File: src/rtl/seq_pattern_tx.sv
`default_nettype none
// ============================================================================
// Module   : seq_pattern_tx
// Purpose  : Serial pattern transmitter. Accepts a bit pattern of
//            programmable length and repeat count through a valid/ready
//            load handshake, then shifts it out MSB-first, one bit per clk.
//            Meant to feed the single-bit stream of a sequence detector.
// Ports    : clk, reset        - clock, synchronous active-high reset
//            load_valid/ready  - load handshake (ready is combinational)
//            load_pattern      - pattern, bits [len-1:0] used
//            load_len          - length in bits, clamped to MAX_LEN
//            load_repeat       - pass count, 0 treated as 1
//            abort             - cancel transmission in progress
//            ser_bit/ser_valid - serial stream (ser_bit is 0 when not valid)
//            busy              - high while shifting or in an inter-pass gap
//            done              - one-cycle pulse after the final bit
// Config   : define SEQ_TX_GAP_EN to insert GAP_BITS valid zero bits between
//            consecutive passes (GAP_BITS=0 gives back-to-back passes).
// Revision : 1.0 - initial release
// ============================================================================
module seq_pattern_tx #(
  parameter int MAX_LEN  = 16,
  parameter int LEN_W    = 5,
  parameter int CNT_W    = 8,
  parameter int GAP_BITS = 2
) (
  input  logic               clk,
  input  logic               reset,
  input  logic               load_valid,
  output logic               load_ready,
  input  logic [MAX_LEN-1:0] load_pattern,
  input  logic [LEN_W-1:0]   load_len,
  input  logic [CNT_W-1:0]   load_repeat,
  input  logic               abort,
  output logic               ser_bit,
  output logic               ser_valid,
  output logic               busy,
  output logic               done
);

  localparam logic [LEN_W-1:0] c_MAX_LEN = LEN_W'(MAX_LEN);

`ifdef SEQ_TX_GAP_EN
  localparam int c_GAP_W  = (GAP_BITS > 1) ? $clog2(GAP_BITS) : 1;
  localparam bit c_GAP_ON = (GAP_BITS > 0);
  typedef enum logic [1:0] {
    S_IDLE  = 2'd0,
    S_SHIFT = 2'd1,
    S_GAP   = 2'd2
  } state_t;
  logic [c_GAP_W-1:0] r_gap_cnt;
`else
  typedef enum logic [1:0] {
    S_IDLE  = 2'd0,
    S_SHIFT = 2'd1
  } state_t;
  // GAP_BITS has no effect in this build.
  logic w_unused_gap;
  assign w_unused_gap = (GAP_BITS != 0);
`endif

  state_t             r_state;
  logic [MAX_LEN-1:0] r_pat;      // pattern, left-aligned so the first bit is the MSB
  logic [MAX_LEN-1:0] r_shift;    // bits still to send in the current pass
  logic [LEN_W-1:0]   r_len;
  logic [LEN_W-1:0]   r_bit_cnt;  // bits remaining after the one on ser_bit
  logic [CNT_W-1:0]   r_rep_cnt;  // passes remaining, including the current one

  logic [LEN_W-1:0]   w_len;
  logic [MAX_LEN-1:0] w_aligned;
  logic [CNT_W-1:0]   w_rep;
  logic               w_accept;

  assign load_ready = (r_state == S_IDLE) && !reset;
  assign w_accept   = load_valid && load_ready;
  assign w_len      = (load_len > c_MAX_LEN) ? c_MAX_LEN : load_len;
  // Left-align so shifting out the MSB walks pattern[len-1] down to pattern[0];
  // bits above len fall off the top.
  assign w_aligned  = load_pattern << (c_MAX_LEN - w_len);
  assign w_rep      = (load_repeat == '0) ? CNT_W'(1) : load_repeat;

  always_ff @(posedge clk) begin
    if (reset) begin
      r_state   <= S_IDLE;
      r_pat     <= '0;
      r_shift   <= '0;
      r_len     <= '0;
      r_bit_cnt <= '0;
      r_rep_cnt <= '0;
      ser_bit   <= 1'b0;
      ser_valid <= 1'b0;
      busy      <= 1'b0;
      done      <= 1'b0;
`ifdef SEQ_TX_GAP_EN
      r_gap_cnt <= '0;
`endif
    end else begin
      done <= 1'b0;
      case (r_state)
        S_IDLE: begin
          if (w_accept) begin
            if (w_len == '0) begin
              done <= 1'b1;
            end else begin
              r_state   <= S_SHIFT;
              r_pat     <= w_aligned;
              r_shift   <= w_aligned << 1;
              r_len     <= w_len;
              r_bit_cnt <= w_len - LEN_W'(1);
              r_rep_cnt <= w_rep;
              ser_bit   <= w_aligned[MAX_LEN-1];
              ser_valid <= 1'b1;
              busy      <= 1'b1;
            end
          end
        end

        S_SHIFT: begin
          if (abort) begin
            r_state   <= S_IDLE;
            ser_bit   <= 1'b0;
            ser_valid <= 1'b0;
            busy      <= 1'b0;
          end else if (r_bit_cnt != '0) begin
            ser_bit   <= r_shift[MAX_LEN-1];
            r_shift   <= r_shift << 1;
            r_bit_cnt <= r_bit_cnt - LEN_W'(1);
          end else if (r_rep_cnt > CNT_W'(1)) begin
            r_rep_cnt <= r_rep_cnt - CNT_W'(1);
`ifdef SEQ_TX_GAP_EN
            if (c_GAP_ON) begin
              r_state   <= S_GAP;
              ser_bit   <= 1'b0;
              r_gap_cnt <= c_GAP_W'(GAP_BITS - 1);
            end else begin
              ser_bit   <= r_pat[MAX_LEN-1];
              r_shift   <= r_pat << 1;
              r_bit_cnt <= r_len - LEN_W'(1);
            end
`else
            // Next pass starts immediately: no bubble.
            ser_bit   <= r_pat[MAX_LEN-1];
            r_shift   <= r_pat << 1;
            r_bit_cnt <= r_len - LEN_W'(1);
`endif
          end else begin
            r_state   <= S_IDLE;
            ser_bit   <= 1'b0;
            ser_valid <= 1'b0;
            busy      <= 1'b0;
            done      <= 1'b1;
          end
        end

`ifdef SEQ_TX_GAP_EN
        S_GAP: begin
          if (abort) begin
            r_state   <= S_IDLE;
            ser_bit   <= 1'b0;
            ser_valid <= 1'b0;
            busy      <= 1'b0;
          end else if (r_gap_cnt != '0) begin
            r_gap_cnt <= r_gap_cnt - c_GAP_W'(1);
          end else begin
            r_state   <= S_SHIFT;
            ser_bit   <= r_pat[MAX_LEN-1];
            r_shift   <= r_pat << 1;
            r_bit_cnt <= r_len - LEN_W'(1);
          end
        end
`endif

        default: begin
          r_state   <= S_IDLE;
          ser_bit   <= 1'b0;
          ser_valid <= 1'b0;
          busy      <= 1'b0;
        end
      endcase
    end
  end

endmodule
`default_nettype wire

File: config.mk
export PLATFORM = sky130hd
export DESIGN_NAME = seq_pattern_tx
export DESIGN_NICKNAME = d
export VERILOG_FILES = /design/src/rtl/seq_pattern_tx.sv
export SDC_FILE = /design/constraint.sdc
export NUM_CORES = 1
export LEC_CHECK = 0
export BUFFER_PORTS_ARGS = -buffer_cell sky130_fd_sc_hd__buf_4
export CORE_ASPECT_RATIO = 0.9
export CORE_MARGIN = 8
export CORE_UTILIZATION = 46
export CTS_CLUSTER_DIAMETER = 80
export DETAILED_ROUTE_END_ITERATION = 10
export PLACE_DENSITY = 0.72
export SYNTH_ARGS = -nofsm -noshare
export SYNTH_HDL_FRONTEND = slang
export SYNTH_SLANG_ARGS = --single-unit
File: constraint.sdc
create_clock -name clk -period 6.45 [get_ports clk]
set_input_delay 0.645 -clock clk [delete_from_list [all_inputs] [get_ports clk]]
set_output_delay 0.645 -clock clk [all_outputs]
set_load 0.1 [all_outputs]
# ---- Yosys cells after proc, flatten, opt, wreduce, memory -nomap -nowiden
# Cells that the tools add are included.
dict set report totals {
  register_bits 55
  inputBits 33
}
dict set report classes {
  add_sub_neg 5
  order_cmp 2
  n_eq_ne 9
  shift 1
  n_mux 44
  bitwise_logic 1
  n_reduce_logical 13
}
# operator n
set ops {}
lappend ops {{2-to-1 mux 16 bit} 5}
lappend ops {{2-to-1 mux 8 bit} 6}
lappend ops {{case mux 16 bit (2 select lines)} 1}
lappend ops {{2-to-1 mux 5 bit} 6}
lappend ops {{case mux 8 bit (2 select lines)} 1}
lappend ops {{left shift 16 x 5 -> 16 bit} 1}
lappend ops {{2-to-1 mux 1 bit} 15}
lappend ops {{subtractor 5 x 1 -> 5 bit, second input constant} 3}
lappend ops {{2-to-1 mux 2 bit} 5}
lappend ops {{!= test 2 bit, second input constant} 5}
lappend ops {{case mux 5 bit (2 select lines)} 1}
lappend ops {{!= test 3 bit, second input constant} 3}
lappend ops {{greater-than comparator 8 x 1 -> 1 bit, second input constant} 1}
lappend ops {{zero test 8 bit} 1}
lappend ops {{subtractor 8 x 1 -> 8 bit, second input constant} 1}
lappend ops {{case mux 1 bit (2 select lines)} 3}
lappend ops {{AND reduction 6 bit} 1}
lappend ops {{greater-than comparator 5 bit, second input constant} 1}
lappend ops {{zero test 5 bit} 1}
lappend ops {{AND reduction 5 bit} 1}
lappend ops {{nonzero test 5 bit} 1}
lappend ops {{subtractor 5 bit, first input constant} 1}
lappend ops {{case mux 2 bit (2 select lines)} 1}
lappend ops {{AND reduction 4 bit} 1}
lappend ops {{other kinds (8)} 9}

# ---- Logic depth before layout (Yosys ltp)
# Gate-level depths: netlist of the first run.
dict set report logic_depth {
  word_depth 7
  depth_mapped 14
  mapped_depth_nobuf 11
}

# ---- Least setup slack after synthesis of the first run
# Ideal clock, no wire load.
dict set report synth_path {
  path_type {register -> register}
  startpoint {reg, netlist name busy}
  endpoint {reg r_pat[1]}
  setup_time_ns 0.128
  arrival_time_ns 3.253
  path_slack_ns 3.069
  stages_incl_launch_ff 7
  n_path_buf 2
  synth_period_minus_slack_ns 3.381
  cell_sequence {dfxtp_1 -> buf_2 -> nor2_1 -> nand3b_1 -> clkbuf_1 -> a22oi_1 -> nor2_1}
}
# element line
set synth_rtl {}
lappend synth_rtl {{to (signal assigned)} 106} ;# r_pat <= w_aligned;
lappend synth_rtl {{to (decl)} 63} ;# logic [MAX_LEN-1:0] r_pat;

# ---- Worst setup path in the final report of the first run
dict set report layout_path {
  startpoint {in load_len[4]}
  endpoint {reg r_shift[2]}
}
dict set report layout_between {
  elab_chain_len 7
}
# element line
set layout_rtl {}
lappend layout_rtl {{from (decl)} 32} ;# input logic [LEN_W-1:0] load_len,
lappend layout_rtl {{greater-than comparator 5 bit} 76} ;# assign w_len = (load_len > c_MAX_LEN) ? c_MAX_LEN : load_len;
lappend layout_rtl {{2-to-1 mux 5 bit *} 76}
lappend layout_rtl {{subtractor 5 bit} 79} ;# assign w_aligned = load_pattern << (c_MAX_LEN - w_len);
lappend layout_rtl {{left shift 16 x 5 -> 16 bit} 79}
lappend layout_rtl {{2-to-1 mux 16 bit} 102} ;# if (w_len == '0) begin
lappend layout_rtl {{2-to-1 mux 16 bit} 101} ;# if (w_accept) begin
lappend layout_rtl {{case mux 16 bit (2 select lines)} 99} ;# case (r_state)
lappend layout_rtl {{to (signal assigned)} 107} ;# r_shift <= w_aligned << 1;
lappend layout_rtl {{to (signal assigned)} 126} ;# r_shift <= r_shift << 1;
lappend layout_rtl {{to (signal assigned)} 143} ;# r_shift <= r_pat << 1;
lappend layout_rtl {{to (decl)} 64} ;# logic [MAX_LEN-1:0] r_shift;
# Mark *: on every way between the ends. The rest lies on a longest branch, timed or not. The select of a mux whose other input is x is not followed.
# A chain may end at the register's enable or synchronous reset.

==> impl_metrics.json, run 1 <==
{
  "clock-sinks": 52,
  "fp.dieW_um": 107,
  "ios": 38,
  "path_clk_slew_ps": 90,
  "drt_wl_total_um": 8880,
  "clockBufferDepth": 2,
  "cp.depth": 12,
  "yosys_warnings": 0,
  "synth_cells": 426,
  "rr_startpoint": "busy",
  "r2r-end": "r_shift[2]",
  "synthTopCellsByArea": "dfxtp_1, mux2i_1, a21oi_1, nand2_1, o21ai_0",
  "fin_area_sq_um": 3770,
  "r2r_cells": 7,
  "post-place-ws_ps": 2000,
  "setup_violations": 0,
  "skew_ps": 14.1,
  "antenna_found_initial": 0,
  "die_h_um": 97.5,
  "grt_usage_pct": 17.3,
  "ys.flop_type": "dfxtp_1",
  "post-route-period-util_pct": 66.4,
  "insertion_delay_ps": 300,
  "synth_area_sq_um": 3400,
  "finalHoldViolations": 0,
  "place_congestion": 0.911,
  "drive_gt1_share_pct": 16.6,
  "grt_max_degree": 39,
  "cp-start-kind": "input pin",
  "post-route-util_pct": 53.0,
  "finalSetupTns_ps": 0,
  "synth_top_area_cell": "dfxtp_1",
  "ant_nets": 0,
  "yosys.cell_types.count": 64,
  "drt_iter0_drc": 246,
  "dr.pass1.iters": 5,
  "via_count": 3181,
  "slew_headroom_pct": 23.6,
  "report.final.slew_viol_count": 0,
  "criticalPathCategory": "input pin to flop",
  "cp.required_ps": 6630,
  "viasPerCell": 5.90,
  "final_cell_mix": "nand2_1, dfxtp_1, a21oi_1, buf_4, nor2_1",
  "core_area_sq_um": 7110,
  "place_area_sq_um": 3680,
  "fin_ws_ps": 2170,
  "drc_errors": 0,
  "holdWs_ps": 459,
  "power.total_mw": 0.838,
  "cp_top_family": "compound AO/OA/AOI/OAI gates",
  "place_inst": 531,
  "post-route-min-period_ps": 4280,
  "root_buffer": "clkbuf_8",
  "ir_drop_mv": 0.148,
  "post_cts_resize_count": 0,
  "synth_nets": 464,
  "htreeDepth": 2,
  "cts_buffers": 5,
  "maxCapViolCount": 0,
  "yosysTopAreaCellShare_pct": 30.6,
  "cp_max_fo": 29,
  "max_clock_freq_ghz": 0.234,
  "cpPeakStageDelay_ps": 860,
  "synth.yosys.seq_area_share_pct": 30.6,
  "ctsHoldBuffers": 0,
  "cp.arrival_ps": 4470,
  "synth_edf_count": 0,
  "power.leakage_nw": 1.45,
  "synth-seq-cells": 52,
  "crit_path_end_kind": "flop",
  "diodes": 0,
  "cts_setup_buffers": 0,
  "cp_cell_sequence": "buf_4 > nor2b_2 > clkinv_1 > ha_1 > o21a_1 > ha_1 > nor4b_4 > nor2_1 > a21oi_2 > o21ai_0 > a21oi_1 > nor2_1",
  "cts_tree": "done",
  "powerDensity_nw_per_um2": 222,
  "cp-startpoint": "load_len[4]",
  "overflow": 0,
  "area_growth_pct": 11.0,
  "dp.final_hpwl_um": 6380,
  "nets": 483,
  "wl_per_cell_um": 16.5,
  "worstMarginPinSlew_ps": 1150,
  "avgSynthCellArea_sq_um": 7.98,
  "first_global_vias": 3050,
  "rsz0062_at_grt": "false",
  "synthArstFlopShare_pct": 0,
  "grt_pass1_wl_um": 15200,
  "crit_path_top_delay_cell": "a21oi_2",
  "stdcell_count": 539,
  "final_common_cell": "nand2_1",
  "nFillCells": 694,
  "design.die.area_sq_um": 10400,
  "outcome": "completed",
  "crit_end": "r_shift[2]",
  "cp_num_buf_inv": 2,
  "portBuffers": 37,
  "hold_class": "flop to flop",
  "rows": 29,
  "initial_utilization_pct": 47.8,
  "reg2reg_slack_ps": 3560
}
layer usage:
metal  vias to the layer above  part of all wire, %  track usage [%]
met1                      1496                   46             23.4
li1                       1581                    -                -
met5                         -                    0                0
met3                         4                  5.4             2.98
met4                         0                 0.56             3.03
met2                       100                   48             28.2
worst min path at each step:
stage                     startpoint   endpoint  slack, ps  depth (start not counted)
after floorplan            r_pat[15]  r_pat[15]        430                          1
after global placement     r_pat[15]  r_pat[15]        440                          1
after detailed placement   r_pat[15]  r_pat[15]        450                          1
after CTS                   r_pat[4]   r_pat[4]        460                          2
after global routing        r_pat[6]   r_pat[6]        490                          2
final                       r_pat[5]   r_pat[5]        460                          2
cell families (layout without fill, tap and decap cells):
logic type / after synthesis / in the layout / share of synthesized area, %
simple gates: 156 / 156 / 23.2
xor+xnor: 6 / 6 / 2.10
mux: 39 / 39 / 13.5
buf+inv: 43 / 63 / 5.82
fa+ha+maj: 5 / 5 / 1.84
flops: 52 / 52 / 30.6
compound gates: 125 / 125 / 22.9
final cells by class:
cell class / instances / area [sq um] / share of cell area (%)
Multi-Input combinational cell: 331 / 2160 / 57.4
Sequential cell: 52 / 1040 / 27.6
Timing Repair Buffer: 40 / 300 / 7.96
Tap cell: 93 / 116 / 3.09
Clock buffer: 7 / 86.3 / 2.29
Inverter: 15 / 56.3 / 1.49
Clock inverter: 1 / 7.51 / 0.199
sequential cells by signal, summed over array words and instances, names as in the netlist:
| name | cells |
|---|---|
| r_pat | 16 |
| r_shift | 15 |
| r_rep_cnt | 8 |
| r_bit_cnt | 5 |
| r_len | 5 |
| busy | 1 |
| done | 1 |
| ser_bit | 1 |
synthesized netlist by cell type (2+ instances only):
cell,count
a211oi_1,5
a21o_1,2
a21oi_1,48
a221oi_1,2
a22oi_1,4
a31oi_1,10
a32oi_1,2
buf_2,8
buf_4,3
buf_6,2
clkbuf_1,14
dfxtp_1,52
ha_1,5
inv_1,14
mux2_2,5
mux2i_1,29
mux4_2,5
nand2_1,64
nand2b_1,2
nand3_1,8
nand3b_1,4
nand4_1,5
nor2_1,35
nor2b_1,7
nor3_1,10
nor3b_1,2
nor4_1,3
o211a_1,2
o211ai_1,5
o21ai_0,31
or2_2,2
xnor2_1,3
xor2_1,2
power by group:
part           switching (mW)  internal, mW  leakage (nW)  total, mW
sequential             0.0163         0.343         0.424      0.359
clock                   0.106        0.0875        0.0445      0.194
combinational           0.176         0.109         0.979      0.286
total                   0.299         0.539          1.45      0.838
tightest hold or removal path, delay by kind of cell, from the launching register on:
kind | cells | cell delay, ps
DFF | 1 | 320
AOI/OAI and AO/OA | 1 | 50
and+or+nand+nor | 1 | 50
No activity file was read; power rests on OpenSTA's default activity.
==> run 2, diff against run 1 <==
==> constraint.sdc (replaced) <==
create_clock -name clk -period 4.3 [get_ports clk]
set_input_delay 0.43 -clock clk [delete_from_list [all_inputs] [get_ports clk]]
set_output_delay 0.43 -clock clk [all_outputs]
set_load 0.1 [all_outputs]
==> run 2 against run 1 <==
- die area unchanged
- global-route usage down 0.12 points
- utilization up 0.37 points
- critical path type unchanged
- critical endpoint is now r_shift[15]
==> impl_metrics.json, run 2 (synthesis gave the netlist of run 1 again) <==
{
  "wl_met1_um": 4190,
  "wl_per_cell_um": 16.5,
  "rows": 29,
  "highest_layer": "met4",
  "slew_headroom_pct": 41.4,
  "power.total_mw": 1.25,
  "core_area_sq_um": 7110,
  "setup_violations": 0,
  "skew_ps": 12.6,
  "final_cell_mix": "nand2_1, dfxtp_1, a21oi_1, buf_4, nor2_1",
  "worstMarginPinSlew_ps": 880,
  "drt_wl_total_um": 8950,
  "htreeDepth": 2,
  "clockBufferDepth": 2,
  "cts_buffers": 5,
  "finalHoldViolations": 0,
  "dr.pass1.iters": 5,
  "cp_cell_sequence": "buf_4 > nor2b_1 > inv_1 > ha_1 > mux2i_1 > o21ai_1 > mux2i_1 > mux2i_1 > a31oi_1 > a311oi_2",
  "criticalPathCategory": "input pin to flop",
  "max_clock_freq_ghz": 0.317,
  "largest_register_ffs": 16,
  "grt_pass1_wl_um": 15100,
  "grt_usage_pct": 17.2,
  "regMostFlops": "r_pat",
  "root_buffer": "clkbuf_8",
  "clock-sinks": 52,
  "powerDensity_nw_per_um2": 330,
  "power.leakage_nw": 1.47,
  "wl_met2_um": 4290,
  "insertion_delay_ps": 300,
  "reg2reg_slack_ps": 1650,
  "portBuffers": 37,
  "die_h_um": 97.5,
  "crit_path_end_kind": "flop",
  "cts_setup_buffers": 0,
  "cp_max_fo": 21,
  "cp.arrival_ps": 3380,
  "place_congestion": 0.888,
  "largest_registers": "r_pat x16, r_shift x15, r_rep_cnt x8",
  "drive_gt1_share_pct": 17.1,
  "ctsHoldBuffers": 0,
  "ir_drop_mv": 0.210,
  "post-route-period-util_pct": 73.5,
  "grt_max_degree": 39,
  "cts_tree": "done",
  "overflow": 0,
  "drt_iter0_drc": 224,
  "design.die.area_sq_um": 10400,
  "post_cts_resize_count": 0,
  "viasPerCell": 5.86,
  "finalSetupTns_ps": 0,
  "first_global_vias": 3087,
  "rsz0062_at_grt": "false",
  "drc_errors": 0,
  "rr_startpoint": "busy",
  "cp.required_ps": 4520,
  "cp_common_cell": "mux2i_1",
  "initial_utilization_pct": 47.8,
  "path_clk_slew_ps": 90,
  "maxCapViolCount": 0,
  "outcome": "completed",
  "cp-start-kind": "input pin",
  "nets": 487,
  "ios": 38,
  "post-route-min-period_ps": 3160,
  "hold_class": "input pin to flop",
  "final_common_cell": "nand2_1",
  "min-delay-start": "load_repeat[4]",
  "fp.dieW_um": 107,
  "antenna_found_initial": 0,
  "cpPeakStageDelay_ps": 880,
  "report.final.slew_viol_count": 0,
  "diodes": 0,
  "via_count": 3180,
  "met3_length_um": 402,
  "cp-startpoint": "load_len[4]",
  "crit_path_top_delay_cell": "ha_1",
  "dp.final_hpwl_um": 6530,
  "area_growth_pct": 11.7,
  "ant_nets": 0
}
## run 2: changes by cell type in the layout (fill, tap and decap cells not counted), sizes merged
cell      change
buf           +4
clkbuf        +1
clkinvlp      -1
## run 2: final timing paths
check | to | cells past startpoint
max | r_shift[15] | 10
min | r_rep_cnt[4] | 3
max reg2reg | r_bit_cnt[4] | 9
min reg2reg | r_pat[4] | 2
## run 2: through the flow
stage | utilization, % | cells | setup WS [ps] | instance area, sq um | hold WS, ps
floorplan | - | 426 | 919 | 3400 | 426
global placement | 52.1 | 535 | 895 | 3710 | 440
detailed placement | 52.1 | 535 | 852 | 3710 | 447
CTS | 53.4 | 543 | 1180 | 3800 | 400
global route | 53.4 | 543 | 896 | 3800 | 423
finish | 53.4 | 543 | 1140 | 3800 | 413
## run 2: cell type report
cell class              instances  area [sq um]
clock buffers                   8          90.1
fillers                       703          3310
inverters                      15          56.3
multi-input cells             331          2160
flip-flops and latches         52          1040
well taps                      93           116
repair buffers                 44           330
## run 2: routing by layer
metal  global-route usage [%]  vias to the layer above
met1                     23.1                     1511
met5                        0                        -
met3                     2.98                        6
li1                         -                     1580
met2                     27.7                       83
met4                     4.11                        0
## run 2: power by group
| group | internal, mW | total [mW] | switching [mW] |
|---|---|---|---|
| sequential | 0.514 | 0.540 | 0.0260 |
| clock | 0.132 | 0.283 | 0.152 |
| combinational | 0.166 | 0.431 | 0.265 |
| total | 0.812 | 1.25 | 0.443 |
## run 2: worst max-delay path: cells and delay by family
| kind | cells | cell delay (ps) |
|---|---|---|
| AO/OA/AOI/OAI | 3 | 800 |
| buffers and inverters | 2 | 240 |
| multiplexers | 3 | 710 |
| adder cells (fa/ha/maj) | 1 | 880 |
| AND/OR/NAND/NOR | 1 | 320 |
